### src/rtl/fetch_sequencer_pkg.sv
// Shared front-end definitions: fetch FSM states, datapath width and reset PC.
package fetch_sequencer_pkg;

    localparam int unsigned XLEN = 32;
    localparam logic [XLEN-1:0] RESET_PC_DEFAULT = 32'h1C00_0000;

    typedef enum logic [2:0] {
        IDLE,
        REQ,
        WAIT,
        HOLD,
        DRAIN
    } fetch_state_e;

    // Fetch targets are word aligned; the two low bits are ignored.
    function automatic logic [XLEN-1:0] word_align(input logic [XLEN-1:0] addr);
        return addr & {{(XLEN-2){1'b1}}, 2'b00};
    endfunction

endpackage

### src/rtl/fetch_pair_buffer.sv
// Output register for the fetched instruction pair; loads a response, holds
// it while the decoder stalls and drops the slot enables on consume/flush.
module fetch_pair_buffer
    import fetch_sequencer_pkg::*;
(
    input  logic            clk,
    input  logic            rst,
    input  logic            load_i,
    input  logic            clear_i,
    input  logic [XLEN-1:0] pc_i,
    input  logic [XLEN-1:0] inst_1_i,
    input  logic [XLEN-1:0] inst_2_i,
    output logic [XLEN-1:0] pc_1_o,
    output logic [XLEN-1:0] pc_2_o,
    output logic [XLEN-1:0] inst_1_o,
    output logic [XLEN-1:0] inst_2_o,
    output logic            en_1_o,
    output logic            en_2_o
);

    for (genvar gi = 0; gi < 2; gi++) begin : g_slot
        localparam logic [XLEN-1:0] OFFSET = XLEN'(4 * gi);

        logic [XLEN-1:0] pc_q;
        logic [XLEN-1:0] inst_q;
        logic            en_q;

        // The second slot is only valid when the pair does not straddle an
        // 8-byte boundary, i.e. the base PC sits in the low word.
        always_ff @(posedge clk) begin
            if (!rst) begin
                pc_q   <= '0;
                inst_q <= '0;
                en_q   <= 1'b0;
            end else if (load_i) begin
                pc_q   <= pc_i + OFFSET;
                inst_q <= (gi == 0) ? inst_1_i : inst_2_i;
                en_q   <= (gi == 0) ? 1'b1 : !pc_i[2];
            end else if (clear_i) begin
                en_q   <= 1'b0;
            end
        end
    end

    assign pc_1_o   = g_slot[0].pc_q;
    assign pc_2_o   = g_slot[1].pc_q;
    assign inst_1_o = g_slot[0].inst_q;
    assign inst_2_o = g_slot[1].inst_q;
    assign en_1_o   = g_slot[0].en_q;
    assign en_2_o   = g_slot[1].en_q;

endmodule

### src/rtl/fetch_sequencer.sv
// Instruction fetch sequencer: one outstanding I-cache request, a held fetch
// pair for the decoder, BPU redirect on consume and backend flush.
module fetch_sequencer
    import fetch_sequencer_pkg::*;
#(
    parameter logic [XLEN-1:0] RESET_PC = RESET_PC_DEFAULT
) (
    input  logic            clk,
    input  logic            rst,
    input  logic            flush,
    input  logic [XLEN-1:0] flush_target,
    input  logic            stall,
    input  logic            bpu_valid,
    input  logic            bpu_taken,
    input  logic [XLEN-1:0] bpu_target,
    output logic            icache_req,
    output logic [XLEN-1:0] icache_pc,
    input  logic            icache_ready,
    input  logic            icache_rvalid,
    input  logic [XLEN-1:0] icache_inst_1,
    input  logic [XLEN-1:0] icache_inst_2,
    output logic [XLEN-1:0] pc_1_o,
    output logic [XLEN-1:0] pc_2_o,
    output logic [XLEN-1:0] inst_1_o,
    output logic [XLEN-1:0] inst_2_o,
    output logic            fetch_inst_1_en,
    output logic            fetch_inst_2_en
);

    fetch_state_e    state_q, state_d;
    logic [XLEN-1:0] pc_q, pc_d;
    logic            icache_req_q;
    logic [XLEN-1:0] icache_pc_q;
    logic [XLEN-1:0] flush_pc;
    logic [XLEN-1:0] seq_pc;
    logic            buf_load;
    logic            buf_clear;

    assign flush_pc = word_align(flush_target);
    assign seq_pc   = (bpu_valid && bpu_taken) ? word_align(bpu_target)
                                               : pc_q + (pc_q[2] ? 32'd4 : 32'd8);

    always_comb begin
        state_d = state_q;
        pc_d    = pc_q;
        case (state_q)
            IDLE: begin
                state_d = REQ;
                pc_d    = flush ? flush_pc : RESET_PC;
            end
            REQ: begin
                if (flush) begin
                    pc_d    = flush_pc;
                    state_d = icache_ready ? DRAIN : REQ;
                end else if (icache_ready) begin
                    state_d = WAIT;
                end
            end
            WAIT: begin
                if (flush) begin
                    pc_d    = flush_pc;
                    state_d = icache_rvalid ? REQ : DRAIN;
                end else if (icache_rvalid) begin
                    state_d = HOLD;
                end
            end
            HOLD: begin
                if (flush) begin
                    pc_d    = flush_pc;
                    state_d = REQ;
                end else if (!stall) begin
                    pc_d    = seq_pc;
                    state_d = REQ;
                end
            end
            DRAIN: begin
                // The stale response still retires the outstanding request,
                // even when a further flush arrives with it.
                if (flush) begin
                    pc_d = flush_pc;
                end
                if (icache_rvalid) begin
                    state_d = REQ;
                end
            end
            default: begin
                state_d = IDLE;
                pc_d    = RESET_PC;
            end
        endcase
    end

    always_ff @(posedge clk) begin
        if (!rst) begin
            state_q      <= IDLE;
            pc_q         <= RESET_PC;
            icache_req_q <= 1'b0;
            icache_pc_q  <= '0;
        end else begin
            state_q      <= state_d;
            pc_q         <= pc_d;
            icache_req_q <= (state_d == REQ);
            icache_pc_q  <= (state_d == REQ) ? pc_d : '0;
        end
    end

    assign icache_req = icache_req_q;
    assign icache_pc  = icache_pc_q;

    assign buf_load  = (state_q == WAIT) && icache_rvalid && !flush;
    assign buf_clear = (state_q == HOLD) && (flush || !stall);

    fetch_pair_buffer u_pair_buffer (
        .clk      (clk),
        .rst      (rst),
        .load_i   (buf_load),
        .clear_i  (buf_clear),
        .pc_i     (pc_q),
        .inst_1_i (icache_inst_1),
        .inst_2_i (icache_inst_2),
        .pc_1_o   (pc_1_o),
        .pc_2_o   (pc_2_o),
        .inst_1_o (inst_1_o),
        .inst_2_o (inst_2_o),
        .en_1_o   (fetch_inst_1_en),
        .en_2_o   (fetch_inst_2_en)
    );

endmodule

### config.mk
export PLATFORM = sky130hd
export DESIGN_NAME = fetch_sequencer
export DESIGN_NICKNAME = d
export VERILOG_FILES = /design/src/rtl/fetch_sequencer_pkg.sv /design/src/rtl/fetch_pair_buffer.sv /design/src/rtl/fetch_sequencer.sv
export SDC_FILE = /design/constraint.sdc
export NUM_CORES = 1
export LEC_CHECK = 0
export BUFFER_PORTS_ARGS = -buffer_cell sky130_fd_sc_hd__buf_2
export CORE_UTILIZATION = 55
export DETAILED_ROUTE_END_ITERATION = 8
export PLACE_DENSITY = 0.93
export SETUP_SLACK_MARGIN = 0.02
export SLEW_MARGIN = 20
export SYNTH_ARGS = -nofsm -noshare
export SYNTH_HDL_FRONTEND = slang
export SYNTH_SLANG_ARGS = --single-unit
### constraint.sdc
create_clock -name clk -period 4.65 [get_ports clk]
set_input_delay 0.2325 -clock clk [delete_from_list [all_inputs] [get_ports clk]]
set_output_delay 0.2325 -clock clk [all_outputs]
set_load 0.05 [all_outputs]
---- Word level (Yosys, flattened, before mapping) ----
Cells that the tools add are included.
storage, ports and cells
  flip-flop bits (word level) ............. 198
  bits of input ports ..................... 136
cells by class
  add/sub/neg operators ................... 2
  eq/ne operators ......................... 5
  muxes and demuxes ....................... 20
  reductions and logical operators ........ 12
operator list
  operator                                             number
  two-way mux 32 bit                                   5
  case mux 32 bit (3 select lines)                     1
  adder 32 x 3 -> 32 bit, second input constant        1
  adder 32 x 4 -> 32 bit                               1
  two-way mux 3 bit                                    9
  case mux 3 bit (5 select lines)                      1
  equality test 3 x 1 -> 1 bit, second input constant  2
  equality test 3 x 2 -> 1 bit, second input constant  2
  logical AND 1 bit                                    4
  two-way mux 4 bit                                    1
  equality test 3 bit, second input constant           1
  logical NOT 1 bit                                    3
  logical NOT 3 bit                                    1
  two-way mux 1 bit                                    3
  OR reduction 3 bit                                   1
  AND reduction 2 bit                                  1
  nonzero test 2 bit                                   1
  logical OR 1 bit                                     1

---- Longest topological paths before layout ----
Gate-level depths: netlist (run 1).
  word-level depth ........................ 6
  depth in mapped cells ................... 8
  gate-level depth less buffers ........... 7

---- Modules after synthesis ----
From an unflattened synthesis (run 1), not the netlist that was laid out.
second synthesis, totals
  cell total of the unflattened synthesis .. 1115
  area total of the unflattened synthesis .. 9486.6 um^2
by module, submodules not included
  module             instances  cells each  area an instance (um^2)  sequential area each (um^2)
  fetch_pair_buffer  1          532         5091.1                   2562.5
  fetch_sequencer    1          583         4395.5                   1361.3

---- Least setup slack after synthesis (run 1) ----
Ideal clock, no wire load.
  path kind ............................... reg-to-reg
  from .................................... register pc_q[2]
  to ...................................... register icache_pc_q[31] (netlist: icache_pc[31])
  library setup time ...................... 0.133 ns
  arrival time ............................ 2.158 ns
  setup slack ............................. 2.359 ns
  stages on the path, launching flop included .. 9
  buffers on the path ..................... 1
  period minus slack after synthesis ...... 2.291 ns
  cells stage by stage .................... dfxtp_1 -> buf_4 -> inv_1 -> ha_1 -> a21oi_1 -> or4_4 -> o31a_1 -> o31ai_1 -> a21oi_1
on the way
  word-level cells in the longest chain between the ends .. 6
RTL lines
  what                                  RTL line                RTL
  start: declaration                    fetch_sequencer.sv:31   logic [XLEN-1:0] pc_q, pc_d;
  start signal: assignment              fetch_sequencer.sv:101  pc_q <= pc_d;
  two-way mux 4 bit                     fetch_sequencer.sv:41   : pc_q + (pc_q[2] ? 32'd4 : 32'd8);
  adder 32 x 4 -> 32 bit (*)            fetch_sequencer.sv:41
  two-way mux 32 bit (*)                fetch_sequencer.sv:40   assign seq_pc = (bpu_valid && bpu_taken) ? word_align(bpu_target)
  two-way mux 32 bit (*)                fetch_sequencer.sv:71   end else if (!stall) begin
  two-way mux 32 bit (*)                fetch_sequencer.sv:68   if (flush) begin
  case mux 32 bit (3 select lines) (*)  fetch_sequencer.sv:46   case (state_q)
  end signal: assignment                fetch_sequencer.sv:103  icache_pc_q <= (state_d == REQ) ? pc_d : '0;
  end: declaration                      fetch_sequencer.sv:33   logic [XLEN-1:0] icache_pc_q;
Mark *: on every way between the ends. The rest lies on a longest branch, timed or not.
A chain may end at the register's enable or synchronous reset.

---- Worst setup path in the final report (run 1) ----
  from .................................... register pc_q[2]
  to ...................................... register pc_q[27]
on the way
  word-level cells in the longest chain between the ends .. 6
RTL lines
  what                                  RTL line
  two-way mux 4 bit                     fetch_sequencer.sv:41
  adder 32 x 4 -> 32 bit (*)            fetch_sequencer.sv:41
  two-way mux 32 bit (*)                fetch_sequencer.sv:40
  two-way mux 32 bit (*)                fetch_sequencer.sv:71
  two-way mux 32 bit (*)                fetch_sequencer.sv:68
  case mux 32 bit (3 select lines) (*)  fetch_sequencer.sv:46
Marks and branches as above.

==> key figures, run 1 <==
STA
  – Final TNS setup: 0 ns
  – # setup viols final: 0
  – Final Cycle Share: 0.6681
  – Max Slew Vio Count: 0
  – Max Clk Rate: 321.9 MHz
  – Slew HR: 0.2879
  – Slew @ Worst Pin: 1.068 ns
  – Clock skew: 0.01637 ns
  – Final hold vios: 0
  – Unrepaired setup endpoints after global routing: no
  – Min Tclk post-route: 3.107 ns

Critical path
  – Req. time, crit path: 4.96 ns
  – Critical Path Fanout Max: 10
  – Critical path endpoint category: flip-flop
  – Worst R2R Setup Slack: 1.54 ns
  – CP arrival: 3.42 ns
  – Critical path startpoint category: flip-flop
  – R2r endpoint: pc_q[27]
  – R2R depth: 7
  – CP Class: flip-flop to flip-flop
  – Reg2Reg Launch Point: pc_q[2]

Drt
  – Via density: 5.963
  – 1st-iter DRT viols: 955
  – DR pass1 iterations: 8
  – DR vias: 9,291
  – WL final: 28,650 µm
  – DR WL/cell: 18.39 µm
  – Residual DRC: 0
  – Final antenna-violating net count: 0

Clocking
  – Clk pin slew, worst setup/hold paths: 0.07 ns
  – H-tree depth: 4
  – CTS tree: yes
  – CTS sink count: 196
  – Clock buffer depth: 2
  – Clk Latency, worst-skew pair: 0.44 ns
  – Post-CTS Repair Setup Buffers: 0
  – CTS buffer count: 17
  – Cts repair resizes: 0
  – Cts hold-fix bufs: 0
  – Root Buffer: clkbuf_16

Global route
  – Initial antenna violation count: 0
  – Remaining Overflow, GRT: 0
  – First-pass GRT wire length: 42,610 µm
  – GR Util All Layers: 0.3246
  – Largest net degree at the start of global routing: 94
  – Vias in the first global route: 8,189

Logic synthesis
  – Avg Synthesized Cell Area: 8.188 µm²
  – Top cell type by total area after synthesis: dfxtp_1
  – Synth Warn #: 0
  – Synth top area cells: dfxtp_1 43%, nand2_1 10%, a21boi_0 8.0%
  – Synth cell types: 77
  – Post-synth EDFFs: 0
  – Post-synthesis compound-gate area fraction: 0.2431
  – Ys async rst share: 0
  – Synthesized Nets: 1,248
  – Post-Synth Adder-Cell Area: 0.005236
  – Synthesized area: 9080 µm²
  – Yosys top cell area share: 0.4321
  – XOR/XNOR Fraction of Synth Area: 0.02701
  – Most used DFF post-synth: dfxtp_1
  – Most frequent cell after synthesis: nand2_1
  – Largest family of logic cells by synthesized area: compound AO/OA/AOI/OAI gates
  – Simple-Gate Fraction of Synth Area: 0.2311
  – Commonest cells in the netlist: 248 x nand2_1, 196 x dfxtp_1, 97 x a21boi_0, 68 x clkbuf_1, 59 x nor2_1
  – Number of synthesized register bits: 196
  – Post-synthesis mux area share: 0.005650
  – Mapped Cells: 1,109
  – Sequential cell area fraction in the yosys report: 0.4321

Hold path
  – Hold endpoint: u_pair_buffer.inst_2_o[11]
  – Hold Crit Class: primary input to flip-flop
  – Min-Delay Startpoint: icache_inst_2[11]
  – Hold path cells: 3

Place
  – RePlAce Congestion: 0.9832
  – Placed insts: 1,525
  – Hpwl dp: 19,950 µm
  – Port Buffer Count: 294

Pwr
  – VDD IR-drop max: 0.0002548 V
  – P_leak: 0.004742 µW
  – Pwr Density: 343.4 nW/µm²
  – Final Total Pwr: 3805 µW

Flow run
  – MaxCap Viol Count: 0

Floorplanning
  – Die height: 130.5 µm
  – Die area: 17,030 µm²
  – Row count: 46
  – Die Wd: 130.5 µm
  – Core region area: 16,000 µm²
  – Io pins: 299
  – Initial Utilization: 0.5675

Final layout
  – Multi-input logic area: 4669 µm²
  – Sequential Area: 3924 µm²
  – Syn-to-layout area delta: 22.05%
  – Proportion of layout cells with a drive suffix above 1: 0.2647
  – Non-Filler Instances: 1,558
  – Fill cells: 1,230
  – # nets final: 1,467

Outcome
  – Status: completed
[cell type report]
cell class,instances,area share
antenna,1,0.0002258
clock buffer,17,0.03839
clock inverter,15,0.01965
inverter,13,0.004403
multi-input combinational,799,0.4214
sequential,196,0.3541
tap,216,0.02439
timing repair buffer,301,0.1375
[cells in the final DEF (no fill, tap or decap), drive strengths merged, types with 8 or more instances in the layout]
cell / instances
dfxtp: 196
nand2: 248
or3: 9
xor2: 8
a31oi: 8
nor3: 33
a21oi: 53
nand2b: 9
xnor2: 20
nor2: 59
buf: 301
nand4: 15
o21ai: 54
and2: 15
nand3: 19
clkbuf: 17
a21boi: 97
inv: 19
nor4: 10
and3: 8
o211a: 13
[worst max path at each step]
stage                       start             to  depth (start not counted)
after floorplan           pc_q[2]  icache_pc[31]                          8
after global placement    pc_q[2]       pc_q[27]                          7
after detailed placement  pc_q[2]       pc_q[27]                          7
after CTS                 pc_q[2]       pc_q[27]                          7
after global routing      pc_q[2]       pc_q[27]                          7
final                     pc_q[2]       pc_q[27]                          7
[stage by stage]
step,hold slack (ns),area [µm²],setup WS (ns),util
2_1_floorplan,0.3774,9080,2.359,-
3_3_place_gp,0.4449,10430,1.759,0.6521
3_5_place_dp,0.4537,10430,1.675,0.6521
4_1_cts,0.02697,11080,1.630,0.6923
5_1_grt,0.03506,11080,1.426,0.6924
6_report,0.03447,11080,1.543,0.6926
[cell families after synthesis]
family,count (synthesis)
muxes,5
and+or+nand+nor,450
adders and majority gates,4
buffers and inverters,114
AOI/OAI and AO/OA,312
DFF,196
xor gates and xnor gates,28
[critical path, cell delays in order (launching register included)]
cell	delay, ns
dfxtp_1	0.62
inv_1	0.18
ha_1	0.40
a21oi_1	0.17
nor4_1	0.78
nand4_1	0.23
a2111oi_2	0.46
o21ai_0	0.14
[flip-flops by register name, summed over array words and instances, names as in the netlist]
name / count
icache_req: 1
icache_pc: 32
u_pair_buffer.inst_2_o: 32
u_pair_buffer.inst_1_o: 32
u_pair_buffer.pc_2_o: 30
u_pair_buffer.pc_1_o: 32
u_pair_buffer.en_1_o: 1
state_q: 3
u_pair_buffer.en_2_o: 1
pc_q: 32
[per-layer routing]
metal | global-route usage | up-vias | part of all wire
li1 | - | 4316 | -
met1 | 0.4068 | 4222 | 0.39
met2 | 0.5188 | 634 | 0.45
met3 | 0.07777 | 119 | 0.11
met4 | 0.1697 | 0 | 0.045
met5 | 0 | - | 0
[power by group]
group / internal (µW) / switching, µW
registers: 1720 / 67.1
clock network: 917 / 692
logic: 141 / 271
No activity file was read; power rests on OpenSTA's default activity.
==> run 2, diff against run 1 <==
--- a/config.mk
+++ b/config.mk
@@ -6,9 +6,9 @@
 export NUM_CORES = 1
 export LEC_CHECK = 0
 export BUFFER_PORTS_ARGS = -buffer_cell sky130_fd_sc_hd__buf_2
-export CORE_UTILIZATION = 55
+export CORE_UTILIZATION = 46
 export DETAILED_ROUTE_END_ITERATION = 8
-export PLACE_DENSITY = 0.93
+export PLACE_DENSITY = 0.84
 export SETUP_SLACK_MARGIN = 0.02
 export SLEW_MARGIN = 20
 export SYNTH_ARGS = -nofsm -noshare
==> constraint.sdc (replaced) <==
create_clock -name clk -period 2.8 [get_ports clk]
set_input_delay 0.14 -clock clk [delete_from_list [all_inputs] [get_ports clk]]
set_output_delay 0.14 -clock clk [all_outputs]
set_load 0.05 [all_outputs]
==> run 2 against run 1 <==
  * Clock skew fell by 0.0033 ns
  * Clock power increased by 61%
  * Sequential power up 64%
  * Sequential share of layout area decreased by 2.8 points
  * Sequential cell count unchanged
  * Largest power group unchanged
==> key figures, run 2 (synthesis gave the netlist of run 1 again) <==
Outcome
  – Status: completed

Final layout
  – Most common cell after layout, fill and taps aside: buf_2
  – Syn-to-layout area delta: 32.55%
  – # nets final: 1,561 (+6.4%)
  – N_diodes: 0 (-1)
  – Sequential Area: 3924 µm² (unchanged)
  – Proportion of layout cells with a drive suffix above 1: 0.2627 (-0.002010)
  – Most frequent cells in the layout: 293 x buf_2, 248 x nand2_1, 196 x dfxtp_1
  – Non-Filler Instances: 1,700 (+9.1%)
  – Fill cells: 1,615 (+31%)
  – Multi-input logic area: 4667 µm² (about the same)

Clocking
  – Post-CTS Repair Setup Buffers: 0 (unchanged)
  – Clk pin slew, worst setup/hold paths: 0.07 ns (about the same)
  – Clk Latency, worst-skew pair: 0.44 ns (about the same)
  – Root Buffer: clkbuf_16
  – CTS sink count: 196 (unchanged)
  – CTS tree: yes
  – Clock buffer depth: 2 (unchanged)
  – H-tree depth: 4 (unchanged)
  – CTS buffer count: 17 (unchanged)

Place
  – Port Buffer Count: 294 (unchanged)
  – RePlAce Congestion: 0.9588 (-2.5%)
  – Hpwl dp: 20,940 µm (+4.9%)
  – Placed insts: 1,597 (+4.7%)

STA
  – Final TNS setup: 0 ns (unchanged)
  – Slew HR: 0.5793 (+0.2913)
  – Final hold vios: 0 (unchanged)
  – # setup viols final: 0 (unchanged)
  – Max Clk Rate: 404.9 MHz (+26%)
  – Final Cycle Share: 0.8820 (+0.2138)
  – Unrepaired setup endpoints after global routing: no
  – Slew @ Worst Pin: 0.6311 ns (-0.4370 ns)
  – Clock skew: 0.01306 ns (-0.003307 ns)
  – Max Slew Vio Count: 0 (unchanged)
  – Min Tclk post-route: 2.469 ns (-0.6372 ns)

Pwr
  – P_leak: 0.005144 µW (+8.5%)
  – Combinational share of power: 0.128 (+0.020)
  – VDD IR-drop max: 0.0004177 V (+64%)
  – Pwr Density: 527.1 nW/µm² (+53%)
  – Internal power: 4602 µW (+66%)
  – Fraction of power spent switching nets: 0.2746 (+0.004027)
  – Clock network fraction of design power: 0.408 (-0.015)
  – Switching pwr: 1742 µW (+69%)
  – Flop pwr share: 0.464 (-0.005)

Global route
  – Initial antenna violation count: 0 (unchanged)
  – Vias in the first global route: 8,684 (+6.0%)
  – Largest net degree at the start of global routing: 75 (-20%)
  – GR Util All Layers: 0.2920 (-0.03257)
  – Remaining Overflow, GRT: 0 (unchanged)
  – First-pass GRT wire length: 45,890 µm (+7.7%)

Drt
  – Via density: 5.665 (-5.0%)
  – 1st-iter DRT viols: 1,165 (+22%)
  – DR pass1 iterations: 6 (-2)
  – DR WL/cell: 18.28 µm (-0.56%)
  – WL final: 31,080 µm (+8.5%)
  – Residual DRC: 0 (unchanged)
  – Final antenna-violating net count: 0 (unchanged)
  – DR vias: 9,631 (+3.7%)

Critical path
  – Critical path startpoint category: flip-flop
  – Critical Path Fanout Max: 3 (-7)
  – CP arrival: 2.78 ns (-0.64 ns)
  – Req. time, crit path: 3.11 ns (-1.85 ns)
  – CP Class: flip-flop to flip-flop
  – Critical path endpoint category: flip-flop

Floorplanning
  – Die area: 20,300 µm² (+19%)
  – Io pins: 299 (unchanged)
  – Die height: 142.5 µm (+9.2%)
  – Core region area: 19,400 µm² (+21%)
  – Row count: 51 (+11%)
  – Die Wd: 142.5 µm (+9.2%)
  – Initial Utilization: 0.4681 (-0.09941)

Hold path
  – Hold Crit Class: primary input to flip-flop

Flow run
  – MaxCap Viol Count: 0 (unchanged)
run 2: power groups by stage:
stage / clock, µW / sequential, µW / combinational, µW
floorplan: 0 / 3090 / 363
global placement: 0 / 3000 / 705
detailed placement: 0 / 3000 / 712
CTS: 2610 / 2940 / 792
global route: 2720 / 2950 / 857
finish: 2590 / 2940 / 814
run 2: timing repair:
action | 4_1_cts | 5_1_grt
hold buffers | 71 | 0
hold endpoints to repair | 72 | 0
gates resized for setup | 0 | 0
run 2: final timing paths:
check / start / to / slack, ns / depth (start not counted)
worst max-delay path: pc_q[2] / pc_q[27] / 0.33 / 7
worst min-delay path: icache_inst_1[14] / u_pair_buffer.inst_1_o[14] / 0.01 / 3
worst max register to register: pc_q[2] / pc_q[27] / 0.33 / 7
worst min register to register: pc_q[0] / pc_q[0] / 0.46 / 2
run 2: area by class of cell:
class,instances,area share
clock inverter,15,0.01591
timing repair buffer,395,0.2033
multi-input combinational,799,0.3878
tap,265,0.02755
sequential,196,0.3260
inverter,13,0.004054
clock buffer,17,0.03535
run 2: critical path, cell delays in order (launching register included):
cell and delay [ns]:
dfxtp_1 0.35, inv_1 0.09, ha_1 0.35, a21oi_1 0.13, nor4_1 0.52, nand4_1 0.22, a2111oi_2 0.53, o21ai_0 0.16
run 2: routing by layer:
layer  up-vias  wire (µm)  GRT usage
li1       4502          -          -
met1      4436      12370     0.3683
met2       596      14020     0.4654
met3        97       3464    0.07100
met4         0       1221     0.1437
met5         -          0          0
run 2: metrics by stage:
stage / setup WS [ns] / power, µW / utilization / hold WS [ns] / area (µm²)
floorplan: 0.5091 / 3450 / - / 0.2849 / 9080
global placement: 0.5217 / 3705 / 0.5520 / 0.3906 / 10710
detailed placement: 0.4887 / 3714 / 0.5520 / 0.3991 / 10710
CTS: 0.4460 / 6339 / 0.6204 / 0.001937 / 12040
global route: 0.2743 / 6529 / 0.6204 / 0.01173 / 12040
finish: 0.3305 / 6343 / 0.6204 / 0.01499 / 12040
